<file path="config.mk">
export PLATFORM = sky130hd
export DESIGN_NAME = ahb_bus_arbiter
export DESIGN_NICKNAME = d
export VERILOG_FILES = /design/src/rtl/ahb_bus_arbiter_pkg.sv /design/src/rtl/ahb_arb_pick.sv /design/src/rtl/ahb_bus_arbiter.sv
export SDC_FILE = /design/constraint.sdc
export NUM_CORES = 1
export LEC_CHECK = 0
export CAP_MARGIN = 30
export CORE_UTILIZATION = 48
export CTS_CLUSTER_SIZE = 14
export DETAILED_ROUTE_END_ITERATION = 8
export HOLD_SLACK_MARGIN = 0.1
export PLACE_DENSITY = 0.91
export RECOVER_POWER = 25
export SETUP_SLACK_MARGIN = 0.5
export SYNTH_ARGS = -nofsm -noshare
export SYNTH_HDL_FRONTEND = slang
export SYNTH_SLANG_ARGS = --single-unit
</file>
<file path="constraint.sdc">
create_clock -name HCLK -period 5.1 [get_ports HCLK]
set_clock_uncertainty 0.2 [all_clocks]
set_input_delay 0.765 -clock HCLK [delete_from_list [all_inputs] [get_ports HCLK]]
set_output_delay 0.765 -clock HCLK [all_outputs]
set_load 0.02 [all_outputs]
</file>
<file path="src/rtl/ahb_bus_arbiter_pkg.sv">
// Shared AHB encodings and burst-length lookup for the bus arbiter.
// Round-robin arbitration is selected by the macro AHB_ARB_ROUND_ROBIN_EN.
package ahb_bus_arbiter_pkg;

    typedef enum logic [1:0] {
        TRANS_IDLE   = 2'b00,
        TRANS_BUSY   = 2'b01,
        TRANS_NONSEQ = 2'b10,
        TRANS_SEQ    = 2'b11
    } htrans_t;

    typedef enum logic [2:0] {
        BURST_SINGLE = 3'b000,
        BURST_INCR   = 3'b001,
        BURST_WRAP4  = 3'b010,
        BURST_INCR4  = 3'b011,
        BURST_WRAP8  = 3'b100,
        BURST_INCR8  = 3'b101,
        BURST_WRAP16 = 3'b110,
        BURST_INCR16 = 3'b111
    } hburst_t;

    localparam int MAX_MASTERS = 16;

    // SEQ beats left after the NONSEQ beat, one nibble per HBURST code.
    localparam logic [31:0] BURST_REMAIN = {4'd15, 4'd15, 4'd7, 4'd7, 4'd3, 4'd3, 4'd0, 4'd0};

    function automatic logic [3:0] burst_remaining(input logic [2:0] hburst);
        return BURST_REMAIN[{hburst, 2'b00} +: 4];
    endfunction

endpackage

</file>
<file path="src/rtl/ahb_arb_pick.sv">
// Combinational winner search: lowest index wins, or rotating priority
// starting after ptr when AHB_ARB_ROUND_ROBIN_EN is defined.
module ahb_arb_pick #(
    parameter int NUM_MASTERS = 4
) (
    input  logic [NUM_MASTERS-1:0] req,
`ifdef AHB_ARB_ROUND_ROBIN_EN
    input  logic [3:0]             ptr,
`endif
    output logic                   any,
    output logic [3:0]             winner
);

    always_comb begin
`ifdef AHB_ARB_ROUND_ROBIN_EN
        int k;
        k      = 0;
        any    = 1'b0;
        winner = 4'd0;
        // ptr is always a legal index, so a single wrap subtraction suffices.
        for (int i = 1; i <= NUM_MASTERS; i++) begin
            k = int'(ptr) + i;
            if (k >= NUM_MASTERS) k = k - NUM_MASTERS;
            if (!any && req[k]) begin
                any    = 1'b1;
                winner = 4'(k);
            end
        end
`else
        any    = 1'b0;
        winner = 4'd0;
        for (int i = NUM_MASTERS - 1; i >= 0; i--) begin
            if (req[i]) begin
                any    = 1'b1;
                winner = 4'(i);
            end
        end
`endif
    end

endmodule

</file>
<file path="src/rtl/ahb_bus_arbiter.sv">
// AHB bus arbiter: burst/lock-aware grant with registered owner tracking.
// Define AHB_ARB_ROUND_ROBIN_EN for round-robin; default is fixed priority.
module ahb_bus_arbiter
    import ahb_bus_arbiter_pkg::*;
#(
    parameter int NUM_MASTERS    = 4,
    parameter int DEFAULT_MASTER = 0
) (
    input  logic                   HCLK,
    input  logic                   HRESET,
    input  logic [NUM_MASTERS-1:0] HBUSREQ,
    input  logic [NUM_MASTERS-1:0] HLOCK,
    input  logic                   HREADY,
    input  logic [1:0]             HTRANS,
    input  logic [2:0]             HBURST,
    output logic [NUM_MASTERS-1:0] HGRANT,
    output logic [3:0]             HMASTER,
    output logic                   HMASTLOCK
);

    localparam logic [3:0]             DEF_IDX   = 4'(DEFAULT_MASTER);
    localparam logic [NUM_MASTERS-1:0] DEF_GRANT = NUM_MASTERS'(1) << DEFAULT_MASTER;

    logic [MAX_MASTERS-1:0] req_pad;
    logic [MAX_MASTERS-1:0] lock_pad;
    logic [3:0]             r_cnt;
    logic [3:0]             r_next;
    logic [3:0]             grant_idx;
    logic [3:0]             pick_idx;
    logic [3:0]             win_idx;
    logic                   pick_any;
    logic                   lock_hold;
    logic                   arb_ok;

    assign req_pad  = MAX_MASTERS'(HBUSREQ);
    assign lock_pad = MAX_MASTERS'(HLOCK);

    always_comb begin
        r_next = r_cnt;
        case (htrans_t'(HTRANS))
            TRANS_NONSEQ: r_next = burst_remaining(HBURST);
            TRANS_SEQ:    r_next = (r_cnt == 4'd0) ? 4'd0 : r_cnt - 4'd1;
            TRANS_IDLE:   r_next = 4'd0;
            default:      r_next = r_cnt;
        endcase
    end

    // Grant may move on the penultimate beat so the next owner has no dead cycle.
    assign lock_hold = lock_pad[HMASTER] & req_pad[HMASTER] & (HTRANS != TRANS_IDLE);
    assign arb_ok    = HREADY & (r_next <= 4'd1) & ~lock_hold;

`ifdef AHB_ARB_ROUND_ROBIN_EN
    logic [3:0] rr_ptr;

    always_ff @(posedge HCLK or posedge HRESET) begin
        if (HRESET) begin
            rr_ptr <= DEF_IDX;
        end else if (arb_ok && pick_any && (win_idx != grant_idx)) begin
            rr_ptr <= win_idx;
        end
    end
`endif

    ahb_arb_pick #(
        .NUM_MASTERS(NUM_MASTERS)
    ) u_pick (
        .req    (HBUSREQ),
`ifdef AHB_ARB_ROUND_ROBIN_EN
        .ptr    (rr_ptr),
`endif
        .any    (pick_any),
        .winner (pick_idx)
    );

    assign win_idx = pick_any ? pick_idx : DEF_IDX;

    always_ff @(posedge HCLK or posedge HRESET) begin
        if (HRESET) begin
            r_cnt     <= 4'd0;
            grant_idx <= DEF_IDX;
            HGRANT    <= DEF_GRANT;
            HMASTER   <= DEF_IDX;
            HMASTLOCK <= 1'b0;
        end else begin
            // Ownership follows the grant by one accepted address phase.
            if (HREADY) begin
                r_cnt     <= r_next;
                HMASTER   <= grant_idx;
                HMASTLOCK <= lock_pad[grant_idx];
            end
            if (arb_ok) begin
                grant_idx <= win_idx;
                HGRANT    <= NUM_MASTERS'(1) << win_idx;
            end
        end
    end

endmodule

</file>
==> metrics.yaml, run 1 <==
arrival_ps: 2570
gp_congestion: 0.862
postCtsHoldBufs: 0
maxCapViolations: 0
viasPerCell: 5.80
async_flop_share_pct: 100
antenna_found_initial: 0
max_freq_mhz: 384
crit_buf_inv: 1
wl_per_cell_microns: 13.5
design_area_sq_um: 1050
period_share_pct: 51.1
cp_slowest_cell: "clkdlybuf4s50_1"
rsz0062_at_grt: "false"
cts_tree: "yes"
synth_top_family_by_area: "simple AND/OR/NAND/NOR gates"
fp-row-count: 14
multi_input_area_sq_um: 443
synth_edf_count: 0
dieArea_sq_um: 1850
peakVddDrop_mv: 0.291
synth_compound_area_share_pct: 18.4
htree_levels: 1
n_antenna_cell: 0
postCtsResizedCells: 0
yosys_warnings: 0
synth-xor-area-share_pct: 0
synth_seq_cells: 13
grt.overflow.total: 0
drt_iter0_drc: 13
final_nets: 124
power.density_nw_per_um2: 394
grt_usage_pct: 20.0
die_h_microns: 43.0
synth_top_cell_by_area: "dfrtp_1"
grt_pass1_wl_microns: 2730
area_growth_pct: 29.7
startpoint_type: "input port"
drc_errors: 0
final_antenna_net_count: 0
grt_pass1_vias: 675
mostFrequentLayoutCell: "clkdlybuf4s50_1"
tns_ps: 0
drt-total-wl_microns: 1650
clk_latency_ps: 270
setup_violations: 0
clockBufferDepth: 2
ios: 25
min_path_type: "flip-flop to flip-flop"
synth.cell_area_sq_um: 808
drive_gt1_share_pct: 17.9
syn-instance-count: 83
cts-root-buf: "clkbuf_4"
crit_type: "input port to flip-flop"
path_cells: "clkdlybuf4s50_1 > o211ai_2 > o31a_1 > o2111ai_4 > mux2_2"
critPathMaxFanout: 7
port_buffers: 21
muxShareOfSynthArea_pct: 15.2
required_ps: 5060
synth_top_area_share_pct: 37.2
crit_family: "compound AO/OA/AOI/OAI gates"
die_w_microns: 43.0
firstDrtPassIters: 4
numCtsBuffers: 3
seq_area_frac_synth_pct: 40.4
cts_sinks: 13
fin_crit_ps: 2610
clk_pin_slew_ps: 80
endpoint_kind: "flip-flop"
mostFrequentLayoutCells: "20 x clkdlybuf4s50_1, 12 x dfrtp_1, 8 x o21ai_0, 8 x nand2_1, 8 x mux2_2"
regArea_sq_um: 327
slowest_delay_ps: 590
drv_slew: 0
dp_hpwl_microns: 1300
core_sq_um: 1540
synth_flop_cell: "dfrtp_1"
outcome: "completed"
dpl_cell_area_sq_um: 1020
initial_core_util_pct: 52.4
total_leakage_power_nw: 0.456
ys_top_cells_by_area: "dfrtp_1 37%, mux2_2 11%, o21ai_0 5.0%, nand2_1 3.7%, dfstp_2 3.3%"
syn_avg_cell_area_sq_um: 9.74
synthDistinctLibCells: 30
dr_total_vias: 707
synth_adder_area_share_pct: 1.55
yosys.area_share.simple_pct: 18.7
grt_max_degree: 14
n_fill_cell: 124
post_cts_buffers: 0
finalHoldViolCount: 0
[power by group]
part	leakage (nW)	internal (W)	total, W	switching, W
logic	0.277	0.0000968	0.000179	0.0000825
clock network	0.0150	0.0000303	0.0000627	0.0000324
registers	0.164	0.000140	0.000171	0.0000301
total	0.456	0.000268	0.000413	0.000145
[final timing paths]
| check | start | end | slack (ps) | cells after the start |
|---|---|---|---|---|
| setup / recovery | HTRANS[1] | grant_idx[1] | 2490 | 5 |
| max in group asynchronous | HRESET | HGRANT[0] | 3610 | 2 |
| min in group asynchronous | HRESET | grant_idx[0] | 740 | 2 |
| hold / removal | HGRANT[0] | HGRANT[0] | 300 | 2 |
| hold reg to reg | HGRANT[0] | HGRANT[0] | 300 | 2 |
| setup reg to reg | r_cnt[0] | grant_idx[1] | 2860 | 7 |
[per-layer routing]
layer | up-vias | global-route usage (%) | wire length [microns]
met5 | - | 0 | 0
met4 | 0 | 12.1 | 39
met3 | 6 | 2.55 | 98
met2 | 28 | 35.5 | 815
met1 | 329 | 22.5 | 697
li1 | 344 | - | -
[metrics by stage]
step	cells	power (W)	util, %	hold WS [ps]	worst slack (ps)
after floorplan	84	0.000275	-	272	2950
after global placement	118	0.000344	66.3	257	2220
after detailed placement	118	0.000352	66.3	295	2190
after CTS	122	0.000414	68.0	307	2480
after global routing	122	0.000436	68.0	322	2410
final	122	0.000413	68.0	300	2490
[layout make-up]
cell class                      instances  share of cell area, %
Tap cell                               16                   1.91
Multi-Input combinational cell         62                   42.2
Inverter                                6                   2.15
Timing Repair Buffer                   21                   20.0
Sequential cell                        13                   31.1
Clock buffer                            4                   2.51
[flip-flops by register name, summed over array words and instances, names as in the netlist]
name / cells
HMASTLOCK: 1
HGRANT: 4
HMASTER: 2
grant_idx: 2
r_cnt: 4
[worst min-delay path, stage by stage, from the launching register on]
cell and delay [ps]:
dfstp_2 380, inv_1 40, mux2i_1 70
[cell families (layout without fill, tap and decap cells)]
kind of cell	after synthesis	after routing
mux	10	10
compound gates	20	20
flops	13	13
other cells	1	2
fa+ha+maj	1	1
buf+inv	9	31
simple gates	29	29
[Yosys cell counts (2+ instances only)]
master   number
a21oi_1       5
nor3_1        4
and2b_2       2
buf_4         2
o21ai_0       8
nor2_1        7
mux2_2        8
dfrtp_1      12
inv_1         6
nand3_1       2
nand2_1       8
No activity file was read; power rests on OpenSTA's default activity.
==> run 2, diff against run 1 <==
- CORE_UTILIZATION: 48 -> 41
- PLACE_DENSITY: 0.91 -> 0.83
- clock period: 5.1 -> 2.2 ns (I/O delays scaled with it)
==> run 2 against run 1 <==
Worst setup slack worse by 2400 ps. Hold slack worse by 22 ps. Sequential power up 130%. Clock power up 120%. Cell count up 20%. Routed wire length up 11%. Sequential cell count unchanged. Critical path depth up 3. Combinational power rose to 2.6 times the previous value. Global-route usage up 1.4 points. Largest cell class unchanged. Clock-buffer cell count unchanged. Register-to-register slack worse by 2800 ps.
==> metrics.yaml, run 2 (synthesized netlist as in run 1, its figures left out) <==
tns_ps: 0  # unchanged
outcome: "completed"  # unchanged
rsz0062_at_grt: "true"  # was false
dr_total_vias: 763  # was 707
grt_pass1_wl_microns: 3200  # was 2730 microns
total_leakage_power_nw: 0.573  # was 0.456 nW
fp-row-count: 15  # was 14
die_h_microns: 46.4  # was 43.0 microns
gp_congestion: 0.885  # was 0.862
arrival_ps: 2060  # was 2570 ps
n_antenna_cell: 0  # unchanged
htree_levels: 1  # unchanged
viasPerCell: 5.23  # was 5.80
multi_input_area_sq_um: 502  # was 443 sq um
holdWs_ps: 278  # was 300 ps
firstDrtPassIters: 4  # unchanged
path_cells: "inv_2 > ha_4 > nand2b_4 > o211ai_4 > buf_6 > o2111a_2 > o2111ai_4 > mux2_4"  # was clkdlybuf4s50_1 > o211ai_2 > o31a_1 > o2111ai_4 > mux2_2
cts-root-buf: "clkbuf_4"  # unchanged
setup_violations: 0  # unchanged
seq_power_share_pct: 39.7  # was 41.3%
startpoint_type: "flip-flop"  # was input port
grt_usage_pct: 21.4  # was 20.0%
finalPower_w: 0.000992  # was 0.000413 W
clk_pin_slew_ps: 70  # was 80 ps
wl_per_cell_microns: 12.5  # was 13.5 microns
peakVddDrop_mv: 0.611  # was 0.291 mV
power.density_nw_per_um2: 809  # was 394 nW/um^2
cts_sinks: 13  # unchanged
required_ps: 2150  # was 5060 ps
r2r_end: "grant_idx[0]"  # was grant_idx[1]
power.clock.fraction_pct: 13.8  # was 15.2%
design_area_sq_um: 1230  # was 1050 sq um
dieArea_sq_um: 2150  # was 1850 sq um
ios: 25  # unchanged
n_fill_cell: 136  # was 124
crit_buf_inv: 2  # was 1
initial_core_util_pct: 45.3  # was 52.4%
reg2reg_depth: 8  # was 7
mostFrequentLayoutCells: "14 x buf_4, 13 x clkdlybuf4s50_1, 12 x dfrtp_1, 8 x o21ai_0, 8 x nand2_1"  # was 20 x clkdlybuf4s50_1, 12 x dfrtp_1, 8 x o21ai_0, 8 x nand2_1, 8 x mux2_2
mostFrequentLayoutCell: "buf_4"  # was clkdlybuf4s50_1
p_comb_share_pct: 46.5  # was 43.5%
fin_crit_ps: 2110
final_nets: 139  # was 124
finalHoldViolCount: 0  # unchanged
clk_latency_ps: 260  # was 270 ps
slowest_delay_ps: 410  # was 590 ps
p_sw_share_pct: 35.2  # was 35.1%
cp_slowest_cell: "dfrtp_1"  # was clkdlybuf4s50_1
layout.cells.non_filler: 146  # was 122
drt-total-wl_microns: 1820  # was 1650 microns
final_antenna_net_count: 0  # unchanged
endpoint: "grant_idx[0]"  # was grant_idx[1]
grt_pass1_vias: 775  # was 675
maxCapViolations: 0  # unchanged
numCtsBuffers: 3  # unchanged
clockBufferDepth: 2  # unchanged
startpoint: "r_cnt[1]"  # was HTRANS[1]
rrSetupSlack_ps: 90  # was 2860 ps
regArea_sq_um: 327  # unchanged
power.switching_w: 0.000349  # was 0.000145 W
die_w_microns: 46.4  # was 43.0 microns
min_path_type: "flip-flop to flip-flop"  # unchanged
drv_slew: 0  # unchanged
place_inst: 138  # was 118
endpoint_kind: "flip-flop"  # unchanged
dpl_cell_area_sq_um: 1160  # was 1020 sq um
drc_errors: 0  # unchanged
port_buffers: 21  # unchanged
rr_startpoint: "r_cnt[1]"  # was r_cnt[0]
core_sq_um: 1780  # was 1540 sq um
critPathMaxFanout: 6  # was 7
crit_type: "flip-flop to flip-flop"  # was input port to flip-flop
crit_family: "compound AO/OA/AOI/OAI gates"  # unchanged
top_regs: "HGRANT (4), r_cnt (4)"  # unchanged
drive_gt1_share_pct: 33.9  # was 17.9%
antenna_found_initial: 0  # unchanged
period_share_pct: 96.1
area_growth_pct: 51.7  # was 29.7%
drt_iter0_drc: 10  # was 13
cts_tree: "yes"  # unchanged
dp_hpwl_microns: 1460  # was 1300 microns
crit_cells: 8  # was 5
p_int_w: 0.000643  # was 0.000268 W
grt.overflow.total: 0  # unchanged
grt_max_degree: 14  # unchanged
max_freq_mhz: 473
-- run 2: worst min-delay path, cell delays in order (launching register included) --
cell	delay, ps
dfstp_2	370
inv_1	50
mux2i_1	60
-- run 2: cell type report --
class                           count  area share (%)
Timing Repair Buffer               36            25.9
Tap cell                           25            2.55
Sequential cell                    13            26.6
Clock buffer                        4            2.14
Inverter                            6            1.84
Multi-Input combinational cell     62            40.9
-- run 2: routing by layer --
layer  up-vias  GRT usage [%]  share of wire, %
li1        375              -                 -
met1       359           25.6                43
met2        25           36.7                51
met3         4           3.92               4.5
met4         0           9.41              0.77
met5         -              0                 0
-- run 2: worst min-delay path by stage --
stage	slack (ps)	end	depth (start not counted)	startpoint
4_1_cts	200	HGRANT[1]	2	HRESET
5_1_grt	310	HGRANT[0]	2	HGRANT[0]
2_1_floorplan	6	HGRANT[1]	1	HRESET
3_5_place_dp	260	HGRANT[0]	2	HGRANT[0]
6_report	280	HGRANT[0]	2	HGRANT[0]
3_3_place_gp	260	HGRANT[0]	2	HGRANT[0]
-- run 2: through the flow --
stage / utilization, % / worst slack [ps]
2_1_floorplan: - / 213
3_3_place_gp: 65.1 / -190
3_5_place_dp: 65.1 / -243
4_1_cts: 68.6 / 102
5_1_grt: 68.8 / 15.7
6_report: 68.8 / 86.6
-- run 2: what timing repair did --
action,in CTS,in global routing
pin swaps,4,1
buffers inserted,4,0
resized for setup,11,1
hold buffers,0,0
endpoints found under the setup margin,14,6
-- run 2: power groups by stage --
stage                     clock network (W)  registers (W)  logic (W)
after floorplan                           0       0.000454   0.000223
after global placement                    0       0.000398   0.000465
after detailed placement                  0       0.000398   0.000479
after CTS                          0.000144       0.000394   0.000462
after global routing               0.000153       0.000408   0.000499
final                              0.000137       0.000394   0.000462
==> run 3, diff against run 2 <==
- REMOVE_ABC_BUFFERS: default -> 1
- TNS_END_PERCENT: default -> 100
==> run 3 against run 2 <==
Combinational power is 3% lower. Sequential share of layout area is 0.55 points higher. Register-to-register slack improved by 40 ps. Sequential power is 2% lower. Sequential cell count did not move. Hold slack lost 4.9 ps. Design area shrank 2.0%. Global-route usage decreased by 0.85 points. Clock-buffer cell count unchanged. Worst setup slack improved by 39 ps. Critical path depth fell by 1. Cell count up 0.68%.
==> metrics.yaml, run 3 (synthesized netlist as in run 1, its figures left out) <==
peakVddDrop_mv: 0.535  # was 0.611 mV
postLayoutSetupSlackWorst_ps: 125  # was 86.6 ps
clk_latency_ps: 270  # was 260 ps
finalHoldViolCount: 0  # unchanged
critPathMaxFanout: 6  # unchanged
clk_pin_slew_ps: 70  # about the same
dieArea_sq_um: 2150  # unchanged
endpoint_kind: "flip-flop"  # unchanged
die_w_microns: 46.4  # unchanged
drv_slew: 0  # unchanged
required_ps: 2150  # about the same
place_ws_ps: -149  # was -243 ps
slowest_delay_ps: 390  # was 410 ps
seq_power_share_pct: 39.7  # about the same
die_h_microns: 46.4  # unchanged
grt.overflow.total: 0  # unchanged
clockBufferDepth: 2  # unchanged
p_sw_share_pct: 35.4  # was 35.2%
mostFrequentLayoutCells: "16 x buf_4, 12 x dfrtp_1, 12 x clkdlybuf4s50_1, 8 x nand2_1, 8 x dlygate4sd2_1"  # was 14 x buf_4, 13 x clkdlybuf4s50_1, 12 x dfrtp_1, 8 x o21ai_0, 8 x nand2_1
power.switching_w: 0.000346  # was 0.000349 W
crit_family: "compound AO/OA/AOI/OAI gates"  # unchanged
crit_buf_inv: 1  # was 2
port_buffers: 21  # unchanged
mostFrequentLayoutCell: "buf_4"  # unchanged
core_sq_um: 1780  # unchanged
grt_max_degree: 14  # unchanged
p_comb_share_pct: 45.8  # was 46.5%
drc_errors: 0  # unchanged
fp-row-count: 15  # unchanged
rsz0062_at_grt: "true"  # unchanged
grt_pass1_vias: 746  # was 775
p_int_w: 0.000632  # was 0.000643 W
outcome: "completed"  # unchanged
power.density_nw_per_um2: 814  # was 809 nW/um^2
cts_sinks: 13  # unchanged
final_antenna_net_count: 0  # unchanged
dr_total_vias: 747  # was 763
max_freq_mhz: 482  # was 473 MHz
n_antenna_cell: 0  # unchanged
cts_tree: "yes"  # unchanged
drive_gt1_share_pct: 33.6  # was 33.9%
cts-root-buf: "clkbuf_4"  # unchanged
path_cells: "inv_2 > ha_4 > nand2b_4 > o211ai_2 > o31a_1 > o2111ai_4 > mux2_2"  # was inv_2 > ha_4 > nand2b_4 > o211ai_4 > buf_6 > o2111a_2 > o2111ai_4 > mux2_4
period_share_pct: 94.3  # was 96.1%
arrival_ps: 2030  # was 2060 ps
grt_usage_pct: 20.5  # was 21.4%
drt-total-wl_microns: 1860  # was 1820 microns
final_util_pct: 67.4  # was 68.8%
total_leakage_power_nw: 0.561  # was 0.573 nW
antenna_found_initial: 0  # unchanged
power.clock.fraction_pct: 14.5  # was 13.8%
area_growth_pct: 48.6  # was 51.7%
top_regs: "HGRANT (4), r_cnt (4)"  # unchanged
drt_iter0_drc: 20  # was 10
startpoint_type: "flip-flop"  # unchanged
crit_type: "flip-flop to flip-flop"  # unchanged
setup_violations: 0  # unchanged
initial_core_util_pct: 45.3  # unchanged
ios: 25  # unchanged
numCtsBuffers: 3  # unchanged
fin_crit_ps: 2070  # was 2110 ps
min_path_type: "flip-flop to flip-flop"  # unchanged
wl_per_cell_microns: 12.7  # was 12.5 microns
final_nets: 140  # was 139
maxCapViolations: 0  # unchanged
gp_congestion: 0.912  # was 0.885
cp_slowest_cell: "dfrtp_1"  # unchanged
n_fill_cell: 149  # was 136
grt_pass1_wl_microns: 3080  # was 3200 microns
dp_hpwl_microns: 1410  # was 1460 microns
firstDrtPassIters: 4  # unchanged
htree_levels: 1  # unchanged
viasPerCell: 5.08  # was 5.23
==> run 3: path summary, 6_finish.rpt <==
kind,slack [ps],to,start,depth (start not counted)
setup / recovery,130,grant_idx[1],r_cnt[1],7
setup reg to reg,130,grant_idx[1],r_cnt[1],7
max in group asynchronous,1150,HGRANT[0],HRESET,2
min in group asynchronous,300,r_cnt[3],HRESET,2
hold / removal,270,HGRANT[0],HGRANT[0],2
hold reg to reg,270,HGRANT[0],HGRANT[0],2
==> run 3: repair_timing <==
item	4_1_cts	5_1_grt
hold buffers	0	0
setup buffers	4	1
pin swaps	5	5
setup endpoints to repair	14	9
resized for setup	15	5
==> run 3: per-stage QoR <==
stage                     TNS, ps  cells  total power (W)  cell area [sq um]  hold slack, ps
final                           0    147         0.000978               1200             273
after global routing            0    147          0.00104               1200             296
after CTS                       0    146         0.000972               1180             185
after detailed placement     -827    138         0.000834               1120             269
after global placement       -803    138         0.000819               1120             257
after floorplan                 0     81         0.000632                792            6.24
==> run 3: power by group through the flow <==
stage | clock [W] | sequential, W | combinational, W
3_3_place_gp | 0 | 0.000391 | 0.000428
4_1_cts | 0.000144 | 0.000390 | 0.000437
6_report | 0.000142 | 0.000388 | 0.000448
2_1_floorplan | 0 | 0.000450 | 0.000182
5_1_grt | 0.000157 | 0.000401 | 0.000477
3_5_place_dp | 0 | 0.000395 | 0.000439
==> run 3: final cells by class <==
cell class | count | area [sq um] | share of cell area [%]
timing repair buffer | 37 | 320 | 26.7
sequential | 13 | 327 | 27.2
multi-input combinational | 62 | 474 | 39.5
tap | 25 | 31.3 | 2.60
inverter | 6 | 22.5 | 1.88
clock buffer | 4 | 26.3 | 2.19
==> run 3: metal layers <==
metal / track usage [%] / wire length (microns) / vias to the layer above
met5: 0 / 0 / -
met4: 8.82 / 36 / 0
met3: 2.35 / 90 / 6
met2: 36.7 / 940 / 28
met1: 24.3 / 794 / 341
li1: - / - / 372
==> run 3: tightest hold or removal path: stages (launching register included) <==
cell and delay (ps):
dfstp_2 370, inv_1 40, mux2i_1 60
